$ cat config.mk
export PLATFORM = sky130hd
export DESIGN_NAME = mem_wb_stage
export DESIGN_NICKNAME = d
export VERILOG_FILES = /design/src/rtl/mem_wb_stage_pkg.sv /design/src/rtl/mem_wb_stage_load_align.sv /design/src/rtl/mem_wb_stage.sv
export SDC_FILE = /design/constraint.sdc
export NUM_CORES = 1
export LEC_CHECK = 0
export BUFFER_PORTS_ARGS = -buffer_cell sky130_fd_sc_hd__buf_2
export CORE_MARGIN = 2
export CORE_UTILIZATION = 50
export DETAILED_ROUTE_END_ITERATION = 16
export GPL_TIMING_DRIVEN = 0
export PLACE_DENSITY = 0.83
export RECOVER_POWER = 50
export SLEW_MARGIN = 20
export SYNTH_ARGS = -nofsm -noshare
export SYNTH_HDL_FRONTEND = slang
export SYNTH_SLANG_ARGS = --single-unit
export TNS_END_PERCENT = 10
$ cat constraint.sdc
create_clock -name clk -period 2.6 [get_ports clk]
set_clock_uncertainty 0.1 [all_clocks]
set_input_delay 0.78 -clock clk [delete_from_list [all_inputs] [get_ports clk]]
set_output_delay 0.78 -clock clk [all_outputs]
set_load 0.03 [all_outputs]
$ cat src/rtl/mem_wb_stage_pkg.sv
// Shared definitions for the MEM/WB boundary of the MIPS32 core.
// Holds reset/write-enable levels, bus widths, load-type codes and the
// bit positions of the stall vector driven by the pipeline controller.
package mem_wb_stage_pkg;

  localparam logic        RstEnable    = 1'b1;
  localparam logic        RstDisable   = 1'b0;
  localparam logic        WriteEnable  = 1'b1;
  localparam logic        WriteDisable = 1'b0;
  localparam logic [31:0] ZeroWord     = 32'h0000_0000;

  localparam int RegBus     = 32;
  localparam int RegAddrBus = 5;

  typedef enum logic [2:0] {
    LD_NONE = 3'b000,
    LD_LB   = 3'b001,
    LD_LBU  = 3'b010,
    LD_LH   = 3'b011,
    LD_LHU  = 3'b100,
    LD_LW   = 3'b101
  } ld_type_e;

  localparam int STALL_MEM = 3;
  localparam int STALL_WB  = 4;

endpackage

$ cat src/rtl/mem_wb_stage_load_align.sv
// load_align: combinational big-endian load data extraction.
// Selects the byte/halfword lane from the raw memory word, applies sign or
// zero extension, and flags misaligned halfword/word loads. Non-load and
// reserved load types pass the ALU/move result through.
// Ports:
//   ld_type    - load type code (ld_type_e values, 110/111 treated as none)
//   addr_lo    - effective address bits 1:0
//   rdata      - raw word from data memory
//   wdata      - non-load result
//   data       - value destined for the register file
//   misaligned - load address not aligned to its access size
module load_align
  import mem_wb_stage_pkg::*;
#(
  parameter int DATA_W = 32
) (
  input  logic [2:0]        ld_type,
  input  logic [1:0]        addr_lo,
  input  logic [DATA_W-1:0] rdata,
  input  logic [DATA_W-1:0] wdata,
  output logic [DATA_W-1:0] data,
  output logic              misaligned
);

  function automatic logic [DATA_W-1:0] ext8(input logic [7:0] b, input logic sgn);
    return {{(DATA_W-8){sgn & b[7]}}, b};
  endfunction

  function automatic logic [DATA_W-1:0] ext16(input logic [15:0] h, input logic sgn);
    return {{(DATA_W-16){sgn & h[15]}}, h};
  endfunction

  logic [7:0]  byte_sel;
  logic [15:0] half_sel;

  // Big-endian: the lowest address holds the most significant lane.
  always_comb begin
    byte_sel = rdata[7:0];
    case (addr_lo)
      2'b00:   byte_sel = rdata[31:24];
      2'b01:   byte_sel = rdata[23:16];
      2'b10:   byte_sel = rdata[15:8];
      default: byte_sel = rdata[7:0];
    endcase
  end

  assign half_sel = addr_lo[1] ? rdata[15:0] : rdata[31:16];

  always_comb begin
    data       = wdata;
    misaligned = 1'b0;
    case (ld_type)
      LD_LB:   data = ext8(byte_sel, 1'b1);
      LD_LBU:  data = ext8(byte_sel, 1'b0);
      LD_LH: begin
        data       = ext16(half_sel, 1'b1);
        misaligned = addr_lo[0];
      end
      LD_LHU: begin
        data       = ext16(half_sel, 1'b0);
        misaligned = addr_lo[0];
      end
      LD_LW: begin
        data       = rdata;
        misaligned = |addr_lo;
      end
      default: data = wdata;
    endcase
  end

endmodule

$ cat src/rtl/mem_wb_stage.sv
// mem_wb_stage: MEM/WB pipeline register of the 5-stage MIPS32 core.
// Captures MEM results under stall/flush control, aligns load data, drives
// the register-file write port and owns the architectural HI/LO registers
// (with a combinational bypass of the WB slot for the EX stage).
// Optional feature macro: MEM_WB_LLBIT_EN adds the LLbit register and its
// ports (mem_llbit_we, mem_llbit_val, llbit_o) for LL/SC support.
// Ports:
//   clk, rst             - clock, synchronous active-high reset
//   stall[5:0]           - controller stall vector (bit3 MEM, bit4 WB)
//   flush                - exception flush, kills the WB slot
//   mem_wreg/wd/wdata    - GPR write request, target and non-load result
//   mem_ld_type/addr/rdata - load type, effective address, raw memory word
//   mem_whilo/hi/lo      - HI/LO write request and values
//   wr_en/wraddr/wrdata  - register file write port
//   adel                 - misaligned load flag for the captured slot
//   hi_o/lo_o            - bypassed HI/LO read for EX
module mem_wb_stage
  import mem_wb_stage_pkg::*;
#(
  parameter int DATA_W = 32,
  parameter int ADDR_W = 5
) (
  input  logic              clk,
  input  logic              rst,
  input  logic [5:0]        stall,
  input  logic              flush,
  input  logic              mem_wreg,
  input  logic [ADDR_W-1:0] mem_wd,
  input  logic [DATA_W-1:0] mem_wdata,
  input  logic [2:0]        mem_ld_type,
  input  logic [DATA_W-1:0] mem_addr,
  input  logic [DATA_W-1:0] mem_rdata,
  input  logic              mem_whilo,
  input  logic [DATA_W-1:0] mem_hi,
  input  logic [DATA_W-1:0] mem_lo,
  output logic              wr_en,
  output logic [ADDR_W-1:0] wraddr,
  output logic [DATA_W-1:0] wrdata,
  output logic              adel,
  output logic [DATA_W-1:0] hi_o,
  output logic [DATA_W-1:0] lo_o
`ifdef MEM_WB_LLBIT_EN
  ,
  input  logic              mem_llbit_we,
  input  logic              mem_llbit_val,
  output logic              llbit_o
`endif
);

  logic [DATA_W-1:0] ld_data;
  logic              ld_misaligned;
  logic              bubble;
  logic              capture;

  logic              whilo_p0;
  logic [DATA_W-1:0] hi_p0;
  logic [DATA_W-1:0] lo_p0;
  logic [DATA_W-1:0] hi_reg;
  logic [DATA_W-1:0] lo_reg;

  logic unused_ok;
  assign unused_ok = ^{mem_addr[DATA_W-1:2], stall[5], stall[2:0]};

  load_align #(.DATA_W(DATA_W)) u_load_align (
    .ld_type    (mem_ld_type),
    .addr_lo    (mem_addr[1:0]),
    .rdata      (mem_rdata),
    .wdata      (mem_wdata),
    .data       (ld_data),
    .misaligned (ld_misaligned)
  );

  // A stalled MEM with a running WB must not replay its result into WB.
  assign bubble  = flush || (stall[STALL_MEM] && !stall[STALL_WB]);
  assign capture = !stall[STALL_MEM];

  // ---- MEM -> WB stage register ----
  always_ff @(posedge clk) begin
    if (rst == RstEnable) begin
      wr_en    <= WriteDisable;
      wraddr   <= '0;
      wrdata   <= ZeroWord;
      adel     <= 1'b0;
      whilo_p0 <= 1'b0;
      hi_p0    <= ZeroWord;
      lo_p0    <= ZeroWord;
    end else if (bubble) begin
      wr_en    <= WriteDisable;
      wraddr   <= '0;
      wrdata   <= ZeroWord;
      adel     <= 1'b0;
      whilo_p0 <= 1'b0;
      hi_p0    <= ZeroWord;
      lo_p0    <= ZeroWord;
    end else if (capture) begin
      // A misaligned load raises adel instead of writing the GPR.
      wr_en    <= mem_wreg && !ld_misaligned;
      wraddr   <= mem_wd;
      wrdata   <= ld_data;
      adel     <= ld_misaligned;
      whilo_p0 <= mem_whilo;
      hi_p0    <= mem_hi;
      lo_p0    <= mem_lo;
    end
  end

  // ---- WB -> architectural HI/LO commit ----
  // Commits on the same edge as the register file; a flush cancels it.
  always_ff @(posedge clk) begin
    if (rst == RstEnable) begin
      hi_reg <= ZeroWord;
      lo_reg <= ZeroWord;
    end else if (!flush && whilo_p0) begin
      hi_reg <= hi_p0;
      lo_reg <= lo_p0;
    end
  end

  assign hi_o = whilo_p0 ? hi_p0 : hi_reg;
  assign lo_o = whilo_p0 ? lo_p0 : lo_reg;

`ifdef MEM_WB_LLBIT_EN
  logic llbit_we_p0;
  logic llbit_val_p0;
  logic llbit_reg;

  always_ff @(posedge clk) begin
    if (rst == RstEnable || bubble) begin
      llbit_we_p0  <= 1'b0;
      llbit_val_p0 <= 1'b0;
    end else if (capture) begin
      llbit_we_p0  <= mem_llbit_we;
      llbit_val_p0 <= mem_llbit_val;
    end
  end

  always_ff @(posedge clk) begin
    if (rst == RstEnable || flush) begin
      llbit_reg <= 1'b0;
    end else if (llbit_we_p0) begin
      llbit_reg <= llbit_val_p0;
    end
  end

  assign llbit_o = llbit_we_p0 ? llbit_val_p0 : llbit_reg;
`endif

endmodule

; ---- Yosys cells after proc, flatten, opt, wreduce, memory -nomap -nowiden
; Cells that the tools add are included.
; W data, S select, Z words.
[totals]
romBits = 0
latch_bits = 0
n_memories = 0
ram_bits = 0
reg_bits = 168
[classes]
shifts = 0
addsub = 0
eq_ne = 7
bitwise = 0
n_lt_le_gt_ge = 0
n_mul = 0
n_div = 0
n_mux = 6
reduce_logical = 11
[ops]
columns = cell, count
row1 = $pmux W32 S5, 1
row2 = $mux W32, 2
row3 = $pmux W8 S3, 1
row4 = $mux W16, 1
row5 = $eq A3 B2 Y1 const B, 2
row6 = $eq A3 B3 Y1 const B, 2
row7 = $reduce_or A2 Y1, 3
row8 = $eq A3 B1 Y1 const B, 1
row9 = $logic_and A1 B1 Y1, 3
row10 = $logic_not A1 Y1, 3
row11 = $eq A2 B1 Y1 const B, 1
row12 = $eq A2 B2 Y1 const B, 1
row13 = $logic_not A2 Y1, 1
row14 = $pmux W1 S2, 1
row15 = $logic_or A1 B1 Y1, 1

; ---- Longest topological paths before layout
[depth]
depth_word = 5
depth_mapped = 7

; ---- Modules after synthesis
; A second synthesis with hierarchy kept.
[hier_totals]
cells_unflattened = 935
hier_area_um2 = 8260.4
[modules_own_cells]
columns = mod, instances, cells_each, seq_area_each_um2, area_each_um2
row1 = mem_wb_stage, 1, 689, 3363.2, 6622.6
row2 = load_align, 1, 246, 0.0, 1637.8

; ---- Worst setup path before layout
; OpenSTA, ideal clock, no wires.
[synth_timing]
path_type = register -> output
start = register whilo_p0
end = output port hi_o[13]
path_slack_ns = 0.410
path_buffers = 2
t_required_ns = 1.720
path_stages_with_launch = 4
arrival_time_ns = 1.310
cell_sequence = dfxtp_1 clkbuf_1 buf_2 mux2_2
[synth_via]
elab_chain_len = 1
[synth_rtl]
columns = element, line
row1 = start: declaration, mem_wb_stage.sv:55  ; logic whilo_p0;
row2 = start signal: assignment, mem_wb_stage.sv:101  ; whilo_p0 <= mem_whilo;
row3 = $mux W32, mem_wb_stage.sv:119  ; assign hi_o = whilo_p0 ? hi_p0 : hi_reg;
row4 = end: declaration, mem_wb_stage.sv:40  ; output logic [DATA_W-1:0] hi_o,
; Every way passes these cells.

; ---- Worst setup path in the final report
[layout_timing]
start = register whilo_p0
end = output port hi_o[21]
; The elaborated chain is that of the path after synthesis.

==> results.rst <==
.. list-table::
   :header-rows: 1

   * - Metric
     - Value
   * - Setup violators final
     - 0
   * - Final hold vios
     - 0
   * - P_leak
     - ~4.2 nW
   * - Critical path endpoint category
     - output port
   * - Arrival time of data at the critical path endpoint
     - approximately 1700 ps
   * - TritonCTS sink count
     - 168
   * - Post-layout worst setup margin
     - between 70 and 80 ps
   * - Via count
     - roughly 7.4k
   * - Fin. max-slew vios
     - 0
   * - Netlist Area Pre-Place
     - 7670 um2
   * - Post-placement setup slack
     - -149 ps
   * - Compound-cell area share of the yosys netlist
     - roughly 16%
   * - Total GRT Usage
     - 27.2%
   * - Detailed placement HPWL
     - between 15,000 and 20,000 um
   * - Last weighted congestion value of the routability-driven placer
     - 0.964
   * - Portion of the post-synthesis area used by sequential elements
     - roughly 44%
   * - Main synth FF type
     - dfxtp_1
   * - Number of iterations in the first detailed-routing pass
     - 6
   * - Via count of the first global-routing pass
     - about 7.2k
   * - Worst IR drop on VDD
     - 461 uV
   * - Initial core utilization
     - just over 50%
   * - Count of state elements after synthesis
     - about 170
   * - Yosys top cell by area
     - dfxtp_1
   * - End point of the worst hold path
     - hi_reg[27]
   * - Share of the synthesized netlist area taken by xor and xnor gates
     - less than 1%
   * - DRC marker count from the first detailed-route iteration
     - 487
   * - CTS tree
     - built
   * - Beginning of the worst register-to-register path
     - whilo_p0
   * - Total power per unit cell area
     - 607 nW/um2
   * - Synth Net Count
     - a little over 1k
   * - Post-route clock period utilization
     - between 90 and 100%
   * - Clock H-tree levels
     - 4
   * - Number of cell instances on the worst register-to-register path
     - 5
   * - Share of final-layout standard cells stronger than drive strength 1
     - a little under a third
   * - Nets@finish
     - 1,284
   * - Largest family of logic cells by synthesized area
     - multiplexers
   * - Number of enable-type register cells in the synthesized netlist
     - 0
   * - ANT nets after route
     - 0
   * - Class of the tightest hold or removal check
     - reg -> reg
   * - Crit Reg-Reg Endpoint
     - hi_reg[7]
   * - Max-cap violations
     - 0
   * - Most used standard cells in the synthesized netlist
     - 168 x dfxtp_1, 150 x nand2_1, 96 x a21oi_1
   * - Dominant cells by area after synthesis
     - dfxtp_1 44%, mux2i_1 11%, mux2_2 10%
   * - Clock latency of the later-clocked register in the worst-skew pair
     - 430 ps
   * - Maximum root-to-sink buffer count
     - 2
   * - Per-cell routed wire length
     - about 17 um
   * - Min-Delay Path Depth
     - 2
   * - Die ar.
     - between 15,000 and 20,000 um2
   * - Data required, critical path
     - between 1500 and 2000 ps
   * - Fraction of the mapped netlist area in adder cells
     - 0.131%
   * - Detailed-routed wire length on met3
     - between 1500 and 2000 um
   * - Number of buffers created by CTS
     - 17
   * - Number of port buffers
     - about 240
   * - Most frequent cell after synthesis
     - dfxtp_1
   * - Min Clock Period, post-route
     - roughly 2500 ps
   * - Vertical extent of the die
     - around 130 um
   * - Highest routed metal layer
     - met4
   * - Kind of start point of the critical path
     - flop
   * - Antenna violations before repair
     - 2
   * - Unrepaired setup endpoints after global routing
     - false
   * - Finished layout cell area
     - 9720 um2
   * - CTS root buf
     - clkbuf_16
   * - Worst reg-to-reg setup slack
     - around 750 ps
   * - Post-synthesis simple-gate area fraction
     - between 10% and 20%
   * - Biggest fanout along the worst timing path
     - 10
   * - Mean post-synth cell area
     - 9.10 um2
   * - Max Clk Rate
     - 0.396 GHz
   * - Placement Rows
     - 45
   * - Worst-margin pin slew
     - 885 ps
   * - Multiplexer area fraction after synthesis
     - 21.3%
   * - DRC Markers
     - 0
   * - Critical hold path startpoint
     - hi_reg[27]
   * - Fraction of the core area covered by cells at the end of the flow
     - between 60 and 70%
   * - Run status
     - finished, final reports clean
   * - Crit Path Class
     - reg -> out
   * - Buffers inserted during post-CTS setup optimization
     - 0
   * - Clk pin slew, worst setup/hold paths
     - approximately 70 ps
   * - Top-Level Pins
     - around 280
   * - Die W
     - around 130 um
   * - Via density
     - between 5 and 6
   * - Synthesized netlist cell count
     - approximately 840
   * - Placed instance area
     - approximately 9100 um2
   * - Pin count of the biggest net entering global routing
     - 19
   * - Async set or reset register ratio after synthesis
     - 0%
   * - Number of distinct standard cells referenced by the synthesized netlist
     - 53
   * - Proportion of netlist area held by the largest area contributor
     - a little over two fifths
   * - Total wire length
     - 22,800 um
   * - Max-Slew Margin vs Limit
     - 40.6%
   * - Metal2 WL
     - between 10,000 and 15,000 um
   * - Count of yosys warnings during synthesis
     - 0
   * - Layout overhead on the synthesized area
     - 26.8%
   * - Core Region
     - about 15,000 um2
   * - Remaining global-route overflow
     - 0
   * - Wire length of the first global-routing pass
     - 35,400 um
   * - Routed length on met1
     - roughly 9500 um
worst max-delay path, cell delays in order (launching register included):
cell and delay (ps):
dfxtp_2 380, buf_12 160, buf_6 160, mux2_2 350, buf_2 180
repair_timing:
| item | in CTS | in global routing |
|---|---|---|
| cloned | 0 | 0 |
| gates resized for setup | 12 | 9 |
| hold buffers | 0 | 0 |
| hold endpoints to repair | 0 | 0 |
| endpoints found under the setup margin | 64 | 40 |
cells in the final DEF, fill, tap and decap left out, drive strengths merged, types with 5 or more instances in the layout:
cell and n:
clkinv 5, dfxtp 168, a22oi 8, mux2 70, nor2 78, o21ai 15, or2 5, a21oi 96
o2bb2ai 9, clkbuf 102, o221ai 24, a221oi 7, nand2b 7, a31oi 5, buf 230, mux2i 82
inv 10, nand2 150, a22o 8
power breakdown:
group / switching (mW) / internal (mW) / total, mW
Sequential: 0.0329 / 2.62 / 2.66
Combinational: 0.398 / 0.269 / 0.668
Clock: 1.20 / 1.38 / 2.58
cell type report:
| class | instances | area, um2 |
|---|---|---|
| Antenna cell | 2 | 5.00 |
| Buffer | 71 | 387 |
| Clock buffer | 17 | 425 |
| Clock inverter | 15 | 179 |
| Fill cell | 1289 | 5370 |
| Inverter | 2 | 7.51 |
| Multi-Input combinational cell | 601 | 3950 |
| Sequential cell | 168 | 3360 |
| Tap cell | 188 | 235 |
| Timing Repair Buffer | 244 | 1170 |
logic make-up (layout without fill, tap and decap cells):
family	count (synthesis)	count (layout)
other	0	2
adders and majority gates	1	1
buffers and inverters	73	349
muxes	153	153
and+or+nand+nor	257	257
xor gates and xnor gates	1	1
DFF	168	168
AOI/OAI and AO/OA	189	189
per-layer routing:
layer,up-vias,track usage [%]
li1,3498,-
met1,3515,34.4
met2,360,44.6
met3,65,6.72
met4,0,11.2
met5,-,0
stage by stage:
step	hold slack (ps)	cells	setup TNS, ps	power, mW
3_3_place_gp	340	1274	-2010	3.36
6_report	353	1308	0	5.90
3_5_place_dp	345	1274	-2740	3.37
4_1_cts	355	1306	-265	5.94
2_1_floorplan	334	842	0	3.11
5_1_grt	372	1308	0	6.12
worst max-delay path by stage:
stage	slack, ps	end	from
after floorplan	410	hi_o[13]	whilo_p0
after global placement	-150	whilo_p0	stall[3]
after detailed placement	-150	whilo_p0	stall[3]
after CTS	-30	lo_o[5]	whilo_p0
after global routing	10	lo_o[5]	whilo_p0
final	70	hi_o[21]	whilo_p0
Note: power is estimated with default switching activity, not from simulation.
